[config.mk]
export PLATFORM = sky130hd
export DESIGN_NAME = fifo_readout_scheduler_flat
export DESIGN_NICKNAME = d
export VERILOG_FILES = /design/src/rtl/fifo_readout_scheduler_pkg.sv /design/src/rtl/fifo_readout_scheduler_if.sv /design/src/rtl/fifo_readout_scheduler_rr_pick.sv /design/src/rtl/fifo_readout_scheduler.sv /design/src/flat_wrapper.sv
export SDC_FILE = /design/constraint.sdc
export NUM_CORES = 1
export LEC_CHECK = 0
export ABC_CLOCK_PERIOD_IN_PS = 4000
export BUFFER_PORTS_ARGS = -buffer_cell sky130_fd_sc_hd__clkbuf_2
export CAP_MARGIN = 15
export CORE_ASPECT_RATIO = 1.75
export CORE_MARGIN = 5
export CORE_UTILIZATION = 38
export DETAILED_ROUTE_END_ITERATION = 8
export HOLD_SLACK_MARGIN = 0.06
export PLACE_DENSITY = 0.74
export SETUP_SLACK_MARGIN = 0.5
export SYNTH_ARGS = -nofsm -noshare
export SYNTH_HDL_FRONTEND = slang
export SYNTH_SLANG_ARGS = --single-unit
export TNS_END_PERCENT = 50
[constraint.sdc]
create_clock -name BUS_CLK -period 4 [get_ports BUS_CLK]
set_input_delay 0.2 -clock BUS_CLK [delete_from_list [all_inputs] [get_ports BUS_CLK]]
set_output_delay 0.2 -clock BUS_CLK [all_outputs]
set_load 0.03 [all_outputs]
[src/rtl/fifo_readout_scheduler_pkg.sv]
// rtl/fifo_readout_scheduler_pkg.sv - shared types and widths for the readout scheduler
package fifo_readout_pkg;

  typedef enum logic {
    IDLE = 1'b0,
    LOCK = 1'b1
  } state_e;

  localparam int BURST_W = 8;
  localparam int TMO_W   = 8;
  localparam int WCNT_W  = 16;

  localparam int SRC_TLU = 0;
  localparam int SRC_TDC = 1;
  localparam int SRC_RX1 = 2;

endpackage

[src/rtl/fifo_readout_scheduler_if.sv]
// rtl/fifo_readout_scheduler_if.sv - source-side and SRAM-side signals of the readout scheduler
interface fifo_readout_if #(
  parameter int WIDTH = 6,
  parameter int DSIZE = 32
);
  logic [WIDTH-1:0]       ENABLE;
  logic [WIDTH-1:0]       WRITE_REQ;
  logic [WIDTH-1:0]       HOLD_REQ;
  logic [WIDTH*DSIZE-1:0] DATA_IN;
  logic [WIDTH-1:0]       READ_GRANT;
  logic                   READY_IN;
  logic                   WRITE_OUT;
  logic [DSIZE-1:0]       DATA_OUT;
  logic [2:0]             CUR_SRC;
  logic                   BUSY;
  logic                   TIMEOUT_ERR;

  modport master (
    input  ENABLE, WRITE_REQ, HOLD_REQ, DATA_IN, READY_IN,
    output READ_GRANT, WRITE_OUT, DATA_OUT, CUR_SRC, BUSY, TIMEOUT_ERR
  );

  modport slave (
    output ENABLE, WRITE_REQ, HOLD_REQ, DATA_IN, READY_IN,
    input  READ_GRANT, WRITE_OUT, DATA_OUT, CUR_SRC, BUSY, TIMEOUT_ERR
  );
endinterface

[src/rtl/fifo_readout_scheduler_rr_pick.sv]
// rtl/fifo_readout_scheduler_rr_pick.sv - rotating priority encoder: first set request at or after start_i
module rr_pick #(
  parameter int WIDTH = 6,
  parameter int IW    = 3
) (
  input  logic [WIDTH-1:0] req_i,
  input  logic [IW-1:0]    start_i,
  output logic [IW-1:0]    idx_o,
  output logic             valid_o
);

  int j;

  // Walk from the farthest offset back to start_i so the nearest request wins.
  always_comb begin
    idx_o = '0;
    j     = 0;
    for (int k = WIDTH - 1; k >= 0; k--) begin
      j = (int'(start_i) + k) % WIDTH;
      if (req_i[j]) begin
        idx_o = IW'(j);
      end
    end
  end

  assign valid_o = |req_i;

endmodule

[src/rtl/fifo_readout_scheduler.sv]
// rtl/fifo_readout_scheduler.sv - burst-limited round-robin drain of source FIFOs into the SRAM FIFO
// Optional per-source word counters: FIFO_READOUT_WORD_CNT_EN
module fifo_readout_scheduler
  import fifo_readout_pkg::*;
#(
  parameter int WIDTH        = 6,
  parameter int DSIZE        = 32,
  parameter int MAX_BURST    = 16,
  parameter int HOLD_TIMEOUT = 255
) (
  input  logic                    BUS_CLK,
  input  logic                    BUS_RST_N,
`ifdef FIFO_READOUT_WORD_CNT_EN
  input  logic                    CNT_CLEAR,
  output logic [WIDTH*WCNT_W-1:0] WORD_CNT,
`endif
  fifo_readout_if.master          bus
);

  localparam int IW = 3;

  state_e             state_q;
  logic [IW-1:0]      cur_q, last_q;
  logic [BURST_W-1:0] burst_q, burst_d;
  logic [TMO_W-1:0]   tmo_q, tmo_d;
  logic [DSIZE-1:0]   dout_q, data_cur;
  logic               wout_q, err_q;

  logic               req_cur, hold_cur, en_cur, grant_cur, tmo_hit, leave;
  logic [WIDTH-1:0]   cand, grant;
  logic [IW-1:0]      start_idx, rr_idx, hold_idx;
  logic               rr_vld, hold_vld;

  assign cand      = bus.WRITE_REQ & bus.ENABLE;
  assign start_idx = (int'(last_q) == WIDTH - 1) ? '0 : last_q + 1'b1;

  rr_pick #(.WIDTH(WIDTH), .IW(IW)) u_rr_pick (
    .req_i   (cand),
    .start_i (start_idx),
    .idx_o   (rr_idx),
    .valid_o (rr_vld)
  );

  // Held candidates preempt the rotation; lowest index wins among them.
  rr_pick #(.WIDTH(WIDTH), .IW(IW)) u_hold_pick (
    .req_i   (cand & bus.HOLD_REQ),
    .start_i (IW'(SRC_TLU)),
    .idx_o   (hold_idx),
    .valid_o (hold_vld)
  );

  always_comb begin
    req_cur  = 1'b0;
    hold_cur = 1'b0;
    en_cur   = 1'b0;
    data_cur = '0;
    grant    = '0;
    for (int i = 0; i < WIDTH; i++) begin
      if (int'(cur_q) == i) begin
        req_cur  = bus.WRITE_REQ[i];
        hold_cur = bus.HOLD_REQ[i];
        en_cur   = bus.ENABLE[i];
        data_cur = bus.DATA_IN[i*DSIZE +: DSIZE];
      end
    end

    grant_cur = (state_q == LOCK) && req_cur && (!wout_q || bus.READY_IN);
    for (int i = 0; i < WIDTH; i++) begin
      grant[i] = grant_cur && (int'(cur_q) == i);
    end

    burst_d = burst_q;
    if (grant_cur && (burst_q != '1)) begin
      burst_d = burst_q + 1'b1;
    end

    tmo_d   = grant_cur ? '0 : tmo_q;
    tmo_hit = 1'b0;
    if (hold_cur && !req_cur) begin
      tmo_d   = tmo_q + 1'b1;
      tmo_hit = int'(tmo_d) >= HOLD_TIMEOUT;
    end

    // The word granted this cycle is judged with its own hold flag, so a record is never cut.
    leave = hold_cur ? tmo_hit
                     : (!req_cur || !en_cur || int'(burst_d) >= MAX_BURST);
  end

  always_ff @(posedge BUS_CLK or negedge BUS_RST_N) begin
    if (!BUS_RST_N) begin
      state_q <= IDLE;
      cur_q   <= '0;
      last_q  <= IW'(WIDTH - 1);
      burst_q <= '0;
      tmo_q   <= '0;
      dout_q  <= '0;
      wout_q  <= 1'b0;
      err_q   <= 1'b0;
    end else begin
      if (grant_cur) begin
        dout_q <= data_cur;
        wout_q <= 1'b1;
      end else if (bus.READY_IN) begin
        wout_q <= 1'b0;
      end

      case (state_q)
        IDLE: begin
          if (rr_vld) begin
            state_q <= LOCK;
            cur_q   <= hold_vld ? hold_idx : rr_idx;
            burst_q <= '0;
            tmo_q   <= '0;
          end
        end
        LOCK: begin
          burst_q <= burst_d;
          tmo_q   <= tmo_d;
          if (leave) begin
            state_q <= IDLE;
            last_q  <= cur_q;
            if (tmo_hit) begin
              err_q <= 1'b1;
            end
          end
        end
        default: state_q <= IDLE;
      endcase
    end
  end

  assign bus.READ_GRANT  = grant;
  assign bus.DATA_OUT    = dout_q;
  assign bus.WRITE_OUT   = wout_q;
  assign bus.CUR_SRC     = cur_q;
  assign bus.BUSY        = (state_q == LOCK);
  assign bus.TIMEOUT_ERR = err_q;

`ifdef FIFO_READOUT_WORD_CNT_EN
  logic [WCNT_W-1:0] wcnt_q [WIDTH];

  always_ff @(posedge BUS_CLK or negedge BUS_RST_N) begin
    if (!BUS_RST_N) begin
      for (int i = 0; i < WIDTH; i++) begin
        wcnt_q[i] <= '0;
      end
    end else begin
      for (int i = 0; i < WIDTH; i++) begin
        if (CNT_CLEAR) begin
          wcnt_q[i] <= '0;
        end else if (grant[i] && (wcnt_q[i] != '1)) begin
          wcnt_q[i] <= wcnt_q[i] + 1'b1;
        end
      end
    end
  end

  always_comb begin
    WORD_CNT = '0;
    for (int i = 0; i < WIDTH; i++) begin
      WORD_CNT[i*WCNT_W +: WCNT_W] = wcnt_q[i];
    end
  end
`endif

endmodule

[src/flat_wrapper.sv]
// flat-port wrapper written by rule: the top's interface ports become plain ports
module fifo_readout_scheduler_flat import fifo_readout_pkg::*;
#(
  parameter int WIDTH        = 6,
  parameter int DSIZE        = 32,
  parameter int MAX_BURST    = 16,
  parameter int HOLD_TIMEOUT = 255
)
  (BUS_CLK, BUS_RST_N, bus_ENABLE, bus_WRITE_REQ, bus_HOLD_REQ, bus_DATA_IN, bus_READY_IN, bus_READ_GRANT, bus_WRITE_OUT, bus_DATA_OUT, bus_CUR_SRC, bus_BUSY, bus_TIMEOUT_ERR);
  fifo_readout_if #(.WIDTH(WIDTH), .DSIZE(DSIZE)) bus_i ();
  input  logic BUS_CLK;
  input  logic BUS_RST_N;
  input wire logic [$bits(bus_i.ENABLE)-1:0] bus_ENABLE;
  input wire logic [$bits(bus_i.WRITE_REQ)-1:0] bus_WRITE_REQ;
  input wire logic [$bits(bus_i.HOLD_REQ)-1:0] bus_HOLD_REQ;
  input wire logic [$bits(bus_i.DATA_IN)-1:0] bus_DATA_IN;
  input wire logic [$bits(bus_i.READY_IN)-1:0] bus_READY_IN;
  output wire logic [$bits(bus_i.READ_GRANT)-1:0] bus_READ_GRANT;
  output wire logic [$bits(bus_i.WRITE_OUT)-1:0] bus_WRITE_OUT;
  output wire logic [$bits(bus_i.DATA_OUT)-1:0] bus_DATA_OUT;
  output wire logic [$bits(bus_i.CUR_SRC)-1:0] bus_CUR_SRC;
  output wire logic [$bits(bus_i.BUSY)-1:0] bus_BUSY;
  output wire logic [$bits(bus_i.TIMEOUT_ERR)-1:0] bus_TIMEOUT_ERR;
  assign bus_i.ENABLE = bus_ENABLE;
  assign bus_i.WRITE_REQ = bus_WRITE_REQ;
  assign bus_i.HOLD_REQ = bus_HOLD_REQ;
  assign bus_i.DATA_IN = bus_DATA_IN;
  assign bus_i.READY_IN = bus_READY_IN;
  assign bus_READ_GRANT = bus_i.READ_GRANT;
  assign bus_WRITE_OUT = bus_i.WRITE_OUT;
  assign bus_DATA_OUT = bus_i.DATA_OUT;
  assign bus_CUR_SRC = bus_i.CUR_SRC;
  assign bus_BUSY = bus_i.BUSY;
  assign bus_TIMEOUT_ERR = bus_i.TIMEOUT_ERR;
  fifo_readout_scheduler #(.WIDTH(WIDTH), .DSIZE(DSIZE), .MAX_BURST(MAX_BURST), .HOLD_TIMEOUT(HOLD_TIMEOUT)) u_core (.BUS_CLK(BUS_CLK), .BUS_RST_N(BUS_RST_N), .bus(bus_i));
endmodule
# Word-level counts from Yosys, hierarchy flattened
# Index checks and enable logic that the tools add are counted.
[word_totals]
reg_bits = 57
in_bits = 213
output_inout_bits = 44
word_cells = 135
[classes]
addsub = 8
div = 6
order_cmp = 8
n_eq_ne = 9
n_mux = 69
bitwise_logic = 3
reduce_logical = 24
[ops]
columns = ["cell", "count"]
rows = [
  ["$lt 32x5->1 const B", 6],
  ["$mux 32", 6],
  ["$mod 32x4->32 const B", 5],
  ["$mux 3", 14],
  ["$mux 1", 36],
  ["$mod 4x4->32 const B", 1],
  ["$mux 8", 4],
  ["$pmux 8 s2", 2],
  ["$bmux 1 s3", 6],
  ["$add 8x1->8 const B", 2],
  ["$eq 3x3->1 const B", 5],
  ["$and 6x6->6", 2],
  ["$reduce_or 6->1", 2],
  ["$logic_and 1x1->1", 10],
  ["$add 3x2->4 const B", 2],
  ["$add 3x3->4 const B", 2],
  ["$ge 8x5->1 const B", 1],
  ["$ge 8x8->1 const B", 1],
  ["$ne 8x8->1 const B", 1],
  ["$reduce_and 2->1", 3],
  ["$add 3x1->4 const B", 1],
  ["$add 3x1->3 const B", 1],
  ["$eq 3x2->1 const B", 1],
  ["$logic_not 1->1", 3],
  ["other kinds (8)", 10],
]

# Longest topological paths before layout
# Gate-level depths: netlist (run 1).
[logic_depth]
ltp_word = 16
mapped_depth = 16
mapped_depth_nobuf = 13

# Modules after synthesis
# A second synthesis (run 1) with hierarchy kept.
[hier_totals]
cells_unflattened = 747
hier_area_um2 = 6206.0
[modules_own_cells]
columns = ["mod", "n_inst", "cells_each", "area_each_um2", "seq_area_each_um2"]
rows = [
  ["fifo_readout_scheduler", 1, 473, 4301.6, 1428.9],
  ["rr_pick", 2, 137, 952.2, 0.0],
]

# Worst setup path after synthesis (run 1)
# Ideal clock, no wire load.
[synth_path]
path_kind = "reg2reg"
startpoint = "register u_core.last_q[2]"
endpoint = "register u_core.cur_q[0] (netlist: u_core.bus.CUR_SRC[0])"
setup_time_ns = 0.118
t_arrival_ns = 3.238
t_required_ns = 3.882
slack_ns = 0.644
path_stages_with_launch = 13
n_path_buf = 3
synth_period_minus_slack_ns = 3.356
path_cell_list = "dfstp_2 buf_2 buf_1 o21ai_0 ha_1 clkbuf_1 o21ai_0 o2bb2ai_1 a32oi_1 o31ai_1 mux2_2 or4_1 a21o_1"
[synth_between]
elab_chain_cells = 14
elab_cells_between_ends = 39
cone_classes = "6 x add/sub; 6 x div; 1 x eq/ne; 26 x mux"
[synth_lines]
columns = ["item", "line_no", "text"]
rows = [
  ["from (decl)", "fifo_readout_scheduler.sv:23", "logic [IW-1:0] cur_q, last_q;"],
  ["from (signal assigned)", "fifo_readout_scheduler.sv:93", "last_q <= IW'(WIDTH - 1);"],
  ["from (signal assigned)", "fifo_readout_scheduler.sv:121", "last_q <= cur_q;"],
  ["$add 3x1->3 or $eq 3x3->1 (tied branches)", "fifo_readout_scheduler.sv:35", "assign start_idx = (int'(last_q) == WIDTH - 1) ? '0 : last_q + 1'b1;"],
  ["$mux 3 (*)", "fifo_readout_scheduler.sv:35", ""],
  ["$add 3x3->4", "fifo_readout_scheduler_rr_pick.sv:19", "j = (int'(start_i) + k) % WIDTH;"],
  ["$mod 32x4->32", "fifo_readout_scheduler_rr_pick.sv:19", ""],
  ["$bmux 1 s3", "fifo_readout_scheduler_rr_pick.sv:20", "if (req_i[j]) begin"],
  ["$mux 1 (not written as such) (2 in a row)", "fifo_readout_scheduler_rr_pick.sv:20", ""],
  ["$mux 3 (5 in a row)", "fifo_readout_scheduler_rr_pick.sv:20", ""],
  ["$mux 3 (*)", "fifo_readout_scheduler_rr_pick.sv:20", ""],
  ["$mux 3 (*)", "fifo_readout_scheduler.sv:111", "cur_q <= hold_vld ? hold_idx : rr_idx;"],
  ["to (signal assigned)", "fifo_readout_scheduler.sv:111", ""],
  ["to (decl)", "fifo_readout_scheduler.sv:23", ""],
]
# Mark *: on every way between the ends. The rest lies on a longest branch, timed or not. The select of a mux whose other input is x is not followed.
# A chain may end at the register's enable or synchronous reset.

# Final worst setup path (run 1)
[layout_path]
startpoint = "register u_core.last_q[0]"
endpoint = "register u_core.cur_q[0] (netlist: u_core.bus.CUR_SRC[0])"
# Same word-level chain as after synthesis.

==> results of run 1 <==
power by group:
group	switching, mW	internal, mW
registers	0.235	0.817
logic	2.37	1.57
clock network	0.280	0.480
total	2.88	2.87
routing by layer:
| metal | vias up | track usage, % | wire (microns) |
|---|---|---|---|
| met5 | - | 0 | 0 |
| met4 | 0 | 10.2 | 627 |
| met3 | 39 | 3.99 | 1470 |
| met2 | 283 | 42.9 | 10200 |
| met1 | 2769 | 26.8 | 7470 |
| li1 | 2733 | - | - |
tightest hold or removal path: cells and delay by family:
| family | cells | cell delay [ps] |
|---|---|---|
| AO/OA/AOI/OAI | 2 | 220 |
| buffers and inverters | 1 | 80 |
state kept, by name, indices dropped and copies added (netlist names):
name / flops
u_core.tmo_q: 8
u_core.bus.CUR_SRC: 3
u_core.bus.DATA_OUT: 32
u_core.bus.WRITE_OUT: 1
u_core.last_q: 3
u_core.bus.BUSY: 1
u_core.burst_q: 8
u_core.bus.TIMEOUT_ERR: 1
repair_timing:
item	CTS	global route
endpoints found under the hold margin	29	0
endpoints found under the setup margin	1	3
gates resized for setup	3	6
hold buffers	1	0
setup buffers	0	4
gates cloned	0	0
cell families (layout without fill, tap and decap cells):
group / count (synthesis) / count (layout) / synth area share, %
AOI/OAI and AO/OA: 144 / 144 / 19.8
xor gates and xnor gates: 5 / 5 / 0.832
adders and majority gates: 12 / 12 / 2.85
buffers and inverters: 63 / 312 / 4.92
DFF: 57 / 57 / 27.1
muxes: 85 / 85 / 24.2
other: 0 / 1 / 0
and+or+nand+nor: 221 / 221 / 20.2
final cells by class:
type / count / share of cell area [%]
Timing Repair Buffer: 279 / 20.6
Multi-Input combinational cell: 467 / 51.0
Tap cell: 177 / 3.12
Clock inverter: 7 / 1.01
Antenna cell: 1 / 0.0353
Sequential cell: 57 / 20.2
Inverter: 17 / 0.900
Clock buffer: 9 / 3.18
layout by cell type, fill, tap and decap left out, drive strengths merged, types with 6 or more instances in the layout:
| cell type | instances |
|---|---|
| nor2 | 77 |
| clkbuf | 266 |
| nand3 | 29 |
| a31oi | 6 |
| o31ai | 9 |
| o21ai | 36 |
| mux4 | 30 |
| a21oi | 11 |
| nand4 | 7 |
| buf | 21 |
| inv | 17 |
| nor2b | 8 |
| nor3 | 9 |
| mux2 | 40 |
| nand2 | 52 |
| mux2i | 15 |
| a221oi | 28 |
| ha | 12 |
| dfrtp | 55 |
stage by stage:
step | hold slack (ps) | cells | power [mW] | instance area (sq um) | setup slack, ps
6_report | 205 | 1014 | 5.75 | 7090 | 602
5_1_grt | 229 | 1014 | 6.20 | 7090 | 491
4_1_cts | 192 | 1009 | 5.72 | 7040 | 522
3_5_place_dp | 395 | 992 | 4.91 | 6720 | 479
3_3_place_gp | 388 | 992 | 4.84 | 6720 | 569
2_1_floorplan | -95.6 | 587 | 3.82 | 5270 | 644
worst max path at each step:
| stage | start | end | slack (ps) | depth (start not counted) |
|---|---|---|---|---|
| floorplan | u_core.last_q[2] | u_core.bus.CUR_SRC[0] | 640 | 12 |
| global placement | u_core.last_q[0] | u_core.bus.CUR_SRC[0] | 570 | 12 |
| detailed placement | u_core.last_q[0] | u_core.bus.CUR_SRC[0] | 480 | 12 |
| CTS | u_core.last_q[2] | u_core.bus.CUR_SRC[0] | 520 | 14 |
| global route | u_core.last_q[0] | u_core.bus.CUR_SRC[0] | 490 | 12 |
| finish | u_core.last_q[0] | u_core.bus.CUR_SRC[0] | 600 | 12 |
==> flow_summary_export.csv, run 1 <==
group,metric,value,unit
worst_setup_path,cp_cell_sequence,"nor3b_4 -> nor2_1 -> buf_4 -> ha_2 -> o2111ai_1 -> or3_1 -> o211ai_1 -> nor2_1 -> mux2_2 -> or4_1 -> o21ai_1 -> a21o_1",
grt,grt_pass1_vias,6045,
layout,fin_util,51.5,%
worst_setup_path,crit_path_end_kind,"register",
grt,grt-ovfl-total,0,
grt,grt_usage,23.7,%
cts,cts.sinks,57,
place,port_buffers,256,
run,drv_cap,0,
worst_setup_path,crit_slowest_cell,"dfstp_2",
yosys,ys_types,70,
worst_setup_path,cpMostUsedCell,"nor2_1",
die,core_area,13800,sq um
sta,worst_pin_slew,953,ps
worst_setup_path,required,4260,ps
cts,cts_root_buf,"clkbuf_16",
die,rows,57,
layout,nNetsFinal,1056,
routing,dr.pass1.iters,5,
routing,drc,0,
yosys,synth_common_cells,"nor2_1 (77), dfrtp_1 (55), nand2_1 (50), mux2_2 (38), o21ai_0 (34)",
worst_setup_path,rr_worst_depth,12,
worst_setup_path,crit_type,"reg2reg",
yosys,yosysWarnings,0,
die,die_w,99.0,microns
routing,ant_nets,0,
routing,via_per_inst,5.74,
layout,nFillCells,1326,
sta,slew_headroom,36.5,%
grt,antenna_found_initial,1,
routing,wire_per_inst,19.5,microns
yosys,ys_seq_area_share,27.1,%
die,dieArea,16400,sq um
yosys,synth_edf_count,0,
pwr,power_density,811,nW/um^2
worst_setup_path,critical_path_arrival,3660,ps
worst_hold_path,min_from,"bus_DATA_IN[78]",
place,hpwlAfterDp,15800,microns
grt,grt_pass1_wl,31200,microns
worst_setup_path,r2r_slack,600,ps
routing,drt-initial-drc-count,294,
yosys,ys_seq_elements,57,
pwr,irDropWorstVdd,0.398,mV
layout,regArea,1430,sq um
pwr,leakage,3.23,nW
worst_setup_path,r2r-start,"u_core.last_q[0]",
grt,grt_max_degree,50,
die,die_y,166,microns
yosys,yosysMostFrequentCell,"nor2_1",
sta,fin_setup_tns,0,ps
cts,h-tree-depth,3,
layout,layout-drive-gt1-share,47.0,%
yosys,avgSynthCellArea,8.97,sq um
sta,rsz0062_at_grt,"no",
yosys,synth_nets,812,
sta,finalMaxSlewViolations,0,
sta,timing.fmax,294,MHz
worst_setup_path,path_delay_family,"simple AND/OR/NAND/NOR gates",
routing,wl,19800,microns
cts,clk_pin_slew_worst_paths,60,ps
sta,hold_viol,0,
cts,cts_buffers,9,
cts,cts_tree,"yes",
worst_hold_path,min-delay-path-class,"in2reg",
place,finalWeightedCongestion,0.965,
sta,setup_viol,0,
worst_setup_path,critPathLaunchType,"register",
outcome,status,"complete, no violations",
sta,finClkSkew,8.39,ps
yosys,yosysTopAreaCell,"dfrtp_1",
worst_setup_path,path_buf_inv,1,
yosys,yosys.area.top_type_share,26.1,%
sta,min_period_over_period,85.0,%
yosys,synthTopCellsByArea,"dfrtp_1 (26%), mux4_2 (13%), mux2_2 (8.1%)",
yosys,synth_area,5270,sq um
worst_hold_path,worstHoldEndpoint,"u_core.bus.DATA_OUT[14]",
yosys,synthFlopType,"dfrtp_1",
worst_setup_path,crit_fanout,9,
cts,clkLatencyLatePin,320,ps
worst_setup_path,rr_endpoint,"u_core.bus.CUR_SRC[0]",
worst_setup_path,slowest_delay,600,ps
worst_hold_path,min_path_cells,3,
layout,syn_to_final_growth,34.6,%
cts,max-clock-path-buffers,2,
layout,multi_input_area,3610,sq um
die,ios,257,
routing,vias,5824,
yosys,netlist_instances,587,
die,start_util,38.3,%
yosys,ys_async_sr_fraction,100,%
sta,final.min_clock_period,3400,ps
No activity file was read; power rests on OpenSTA's default activity.
==> run 2: changes to the inputs <==
- ABC_CLOCK_PERIOD_IN_PS: 4000 -> 2950
- PLACE_DENSITY: 0.74 -> 0.77
- clock period: 4 -> 2.95 ns (I/O delays scaled with it)
==> flow_summary_export.csv, run 2 (same netlist as run 1, synthesis figures left out) <==
group,metric,value,unit
sta,timing.fmax,324,MHz
grt,grt-ovfl-total,0,
routing,dr.pass1.iters,5,
cts,cts_tree,"yes",
worst_hold_path,min_path_cells,3,
worst_setup_path,r2r_slack,-140,ps
layout,syn_to_final_growth,48.9,%
grt,grt_pass1_vias,6164,
sta,min_period_over_period,105,%
routing,wire_per_inst,19.7,microns
cts,cts_root_buf,"clkbuf_16",
sta,slew_headroom,57.3,%
layout,most-common-layout-cells,"clkbuf_2 (252), nor2_1 (74), buf_4 (63)",
cts,cts_buffers,9,
place,port_buffers,256,
worst_setup_path,critical_path_arrival,3310,ps
layout,layout-drive-gt1-share,54.4,%
sta,hold_viol,0,
die,start_util,38.3,%
place,hpwlAfterDp,16500,microns
worst_setup_path,crit_path_end_kind,"register",
die,core_area,13800,sq um
layout,final_common_cell,"clkbuf_2",
grt,grt_usage,24.5,%
sta,rsz0062_at_grt,"yes",
cts,h-tree-depth,3,
grt,grt_max_degree,60,
worst_hold_path,min_from,"bus_DATA_IN[78]",
sta,setup_viol,3,
outcome,status,"finished, violations left",
routing,ant_nets,0,
routing,drc,0,
worst_setup_path,critPathLaunchType,"register",
die,rows,57,
layout,diodes,0,
run,drv_cap,0,
layout,nNetsFinal,1106,
worst_setup_path,r2r-start,"u_core.last_q[0]",
layout,finish.instance_area,7840,sq um
routing,drt-initial-drc-count,367,
worst_setup_path,crit_fanout,7,
place,finalWeightedCongestion,0.947,
pwr,leakage,3.61,nW
worst_setup_path,required,3170,ps
die,die_w,99.0,microns
place,place_area,7120,sq um
sta,finalMaxSlewViolations,0,
routing,via_per_inst,5.71,
outcome,violations,"negative setup slack",
sta,worst_pin_slew,634,ps
pwr,power_density,1150,nW/um^2
worst_setup_path,rr_worst_depth,11,
layout,largest_reg_flops,32,
pwr,total_power,9.04,mW
routing,wl,21000,microns
routing,vias,6069,
cts,clk_pin_slew_worst_paths,60,ps
die,ios,257,
worst_hold_path,worstHoldEndpoint,"u_core.bus.DATA_OUT[14]",
sta,final.min_clock_period,3090,ps
cts,cts.sinks,57,
worst_setup_path,crit_type,"reg2reg",
grt,grt_pass1_wl,32200,microns
place,post-place-ws,-183,ps
grt,antenna_found_initial,0,
worst_hold_path,min-delay-path-class,"in2reg",
die,dieArea,16400,sq um
worst_setup_path,rr_endpoint,"u_core.bus.CUR_SRC[0]",
cts,max-clock-path-buffers,2,
sta,finClkSkew,11.6,ps
sta,setup_ws,-140,ps
cts,clkLatencyLatePin,320,ps
pwr,irDropWorstVdd,0.674,mV
die,die_y,166,microns
-- run 2: changes by cell type in the layout (fill, tap and decap cells not counted), moves of 4 or more --
cell and change:
mux2_4 +4, clkbuf_2 -5, ha_1 -5, buf_6 +7, ha_4 +5, buf_4 +43
-- run 2: layer usage --
layer / GRT usage, % / routed length [microns] / up-vias
met5: 0 / 0 / -
met4: 11.1 / 872 / 0
met3: 5.13 / 1720 / 54
met2: 44.1 / 11000 / 292
met1: 27.1 / 7410 / 2897
li1: - / - / 2826
-- run 2: worst max-delay path by stage --
| stage | slack, ps | cells past startpoint | start | endpoint |
|---|---|---|---|---|
| 3_5_place_dp | -180 | 12 | u_core.last_q[0] | u_core.bus.CUR_SRC[0] |
| 4_1_cts | -110 | 11 | u_core.last_q[0] | u_core.bus.CUR_SRC[0] |
| 2_1_floorplan | -90 | 12 | u_core.last_q[0] | u_core.bus.CUR_SRC[0] |
| 6_report | -140 | 11 | u_core.last_q[0] | u_core.bus.CUR_SRC[0] |
| 3_3_place_gp | -110 | 11 | u_core.last_q[0] | u_core.bus.CUR_SRC[0] |
| 5_1_grt | -270 | 11 | u_core.last_q[0] | u_core.bus.CUR_SRC[0] |
-- run 2: per-stage QoR --
step / hold slack [ps] / setup TNS (ps) / utilization [%] / instances
6_report: 158 / -176 / 57.0 / 1063
3_5_place_dp: 19.7 / -249 / 51.7 / 1027
3_3_place_gp: 22.6 / -132 / 51.7 / 1027
4_1_cts: 148 / -175 / 55.3 / 1052
2_1_floorplan: -148 / -94.8 / - / 587
5_1_grt: 171 / -670 / 57.0 / 1063
-- run 2: final cells by class --
cell class	count	area, sq um
well taps	177	221
clock inverters	5	55.1
repair buffers	329	1910
flip-flops and latches	57	1430
multi-input cells	467	3910
clock buffers	11	243
fillers	1242	5920
inverters	17	66.3
-- run 2: timing repair --
| item | 4_1_cts | 5_1_grt |
|---|---|---|
| hold buffers | 1 | 0 |
| resized for setup | 26 | 42 |
| buffers inserted | 8 | 10 |
| gates cloned | 0 | 1 |
| hold endpoints to repair | 26 | 0 |
| endpoints found under the setup margin | 20 | 18 |
| pin swaps | 10 | 5 |
-- run 2: worst max-delay path, cell delays in order, from the launching register on --
cell and delay [ps]:
dfstp_2 600, nor3b_4 270, nor2_4 100, buf_6 130, ha_4 170, or2_4 250, a31oi_4 250, mux2_4 330
a21boi_1 140, a21o_1 180, or4_1 390, a21o_1 170
-- run 2: power by group --
part           switching (mW)  leakage, nW  internal (mW)  total (mW)
logic                    3.70         2.78           2.96        6.66
registers               0.240        0.692           1.11        1.35
clock network           0.359        0.142          0.673        1.03
==> run 3: changes to the inputs <==
- BUFFER_PORTS_ARGS: -buffer_cell sky130_fd_sc_hd__clkbuf_2 -> -buffer_cell sky130_fd_sc_hd__buf_2
==> flow_summary_export.csv, run 3 (same netlist as run 1, synthesis figures left out) <==
group,metric,value,unit
routing,wl_met1,7740,microns
grt,antenna_found_initial,0,
outcome,violations,"negative setup slack",
die,core_area,13800,sq um
routing,vias,6095,
layout,nNetsFinal,1109,
die,start_util,38.3,%
routing,wl,21700,microns
worst_setup_path,path_delay_family,"simple AND/OR/NAND/NOR gates",
worst_setup_path,cp_cell_sequence,"nor3b_4 -> nor2_4 -> buf_4 -> ha_4 -> nor3b_2 -> a31oi_1 -> a31oi_4 -> mux2_4 -> a21boi_1 -> a21o_1 -> or4_4 -> a21o_1",
run,drv_cap,0,
cts,clk_pin_slew_worst_paths,50,ps
worst_setup_path,crit_path_end_kind,"register",
routing,top_layer,"met4",
worst_setup_path,rr_worst_depth,12,
grt,grt_pass1_vias,6234,
routing,dr.pass1.iters,5,
cts,h-tree-depth,3,
die,rows,57,
worst_setup_path,crit_slowest_cell,"dfstp_2",
routing,drt-initial-drc-count,336,
grt,grt_pass1_wl,33300,microns
cts,clkLatencyLatePin,320,ps
sta,hold_viol,0,
layout,nFillCells,1228,
die,ios,257,
cts,cts_buffers,9,
sta,worst_pin_slew,990,ps
die,dieArea,16400,sq um
layout,largest_reg_flops,32,
place,hpwlAfterDp,16400,microns
routing,drc,0,
place,finalWeightedCongestion,0.908,
layout,syn_to_final_growth,49.4,%
sta,slew_headroom,34.0,%
layout,layout-drive-gt1-share,54.3,%
worst_setup_path,required,3160,ps
worst_setup_path,cpMostUsedCell,"a21o_1",
routing,ant_nets,0,
routing,wl_met2,11100,microns
sta,finClkSkew,7.15,ps
place,dp_cells,1030,
cts,cts.sinks,57,
routing,via_per_inst,5.73,
layout,diodes,0,
sta,finalMaxSlewViolations,0,
layout,final_cells,1064,
die,die_y,166,microns
routing,wl_met3,1860,microns
layout,final_common_cell,"buf_2",
outcome,status,"finished, violations left",
sta,rsz0062_at_grt,"yes",
worst_setup_path,critical_path_arrival,3370,ps
layout,finish.instance_area,7870,sq um
grt,grt_max_degree,42,
worst_setup_path,path_depth,12,
cts,cts_root_buf,"clkbuf_16",
grt,grt-ovfl-total,0,
sta,final.min_clock_period,3160,ps
grt,grt_usage,25.5,%
worst_setup_path,crit_fanout,8,
worst_setup_path,path_buf_inv,1,
worst_setup_path,critPathLaunchType,"register",
sta,setup_viol,3,
pwr,power_density,1160,nW/um^2
worst_setup_path,crit_type,"reg2reg",
routing,wire_per_inst,20.4,microns
layout,most-common-layout-cells,"buf_2 (253), nor2_1 (74), buf_4 (66)",
sta,timing.fmax,317,MHz
place,place_area,7160,sq um
place,port_buffers,256,
worst_hold_path,min-delay-path-class,"in2reg",
pwr,leakage,3.55,nW
pwr,irDropWorstVdd,0.657,mV
cts,max-clock-path-buffers,2,
die,die_w,99.0,microns
cts,cts_tree,"yes",
worst_hold_path,min_path_cells,3,
sta,setup_ws,-206,ps
sta,min_period_over_period,107,%
worst_setup_path,slowest_delay,600,ps
## run 3: changes by cell type in the layout (fill, tap and decap cells not counted), moves of 3 or more
cell,before,now
buf_4,63,66
clkbuf_2,252,0
buf_2,1,253
o21ai_1,5,2
## run 3: worst register-to-register path: cells and delay by family, from the launching register on
family | cells | cell delay (ps)
simple gates | 4 | 920
flops | 1 | 600
buf+inv | 1 | 160
compound gates | 5 | 870
mux | 1 | 330
fa+ha+maj | 1 | 170
## run 3: final cells by class
type	instances	area, sq um	share of cell area (%)
clock buffer	11	253	3.21
clock inverter	3	17.5	0.223
inverter	17	66.3	0.843
multi-input combinational	467	3890	49.4
sequential	57	1430	18.2
tap	177	221	2.81
timing repair buffer	332	1990	25.3
## run 3: metal layers
metal,vias to the layer above,GRT usage (%)
li1,2835,-
met1,2877,28.9
met2,326,46.1
met3,57,4.67
met4,0,10.6
met5,-,0
## run 3: report_power, final
part	switching [mW]	total [mW]	internal, mW
combinational	3.77	6.90	3.12
sequential	0.214	1.32	1.11
clock	0.340	0.939	0.600
total	4.33	9.16	4.83
## run 3: stage by stage
step / TNS (ps) / hold WS [ps] / util [%] / setup slack (ps) / power [mW]
finish: -420 / 166 / 57.2 / -206 / 9.16
global route: -907 / 175 / 57.2 / -345 / 9.81
CTS: -279 / 152 / 55.6 / -148 / 8.81
detailed placement: -333 / 372 / 52.0 / -220 / 7.39
global placement: -109 / 366 / 52.0 / -109 / 7.31
floorplan: -94.8 / -148 / - / -94.8 / 5.54
## run 3: final timing paths
check / slack (ps) / startpoint / endpoint
max: -210 / u_core.last_q[0] / u_core.bus.CUR_SRC[0]
min: 170 / bus_DATA_IN[64] / u_core.bus.DATA_OUT[0]
max reg2reg: -210 / u_core.last_q[0] / u_core.bus.CUR_SRC[0]
min reg2reg: 480 / u_core.bus.TIMEOUT_ERR / u_core.bus.TIMEOUT_ERR
max in group asynchronous: 1590 / BUS_RST_N / u_core.bus.DATA_OUT[11]
min in group asynchronous: 530 / BUS_RST_N / u_core.bus.DATA_OUT[1]
## run 3: repair_timing
| item | in CTS | in global routing |
|---|---|---|
| endpoints found under the setup margin | 19 | 19 |
| pin swaps | 9 | 11 |
| hold buffers | 1 | 0 |
| gates cloned | 2 | 0 |
| buffers inserted | 8 | 9 |
| gates resized for setup | 21 | 32 |
| endpoints found under the hold margin | 38 | 0 |
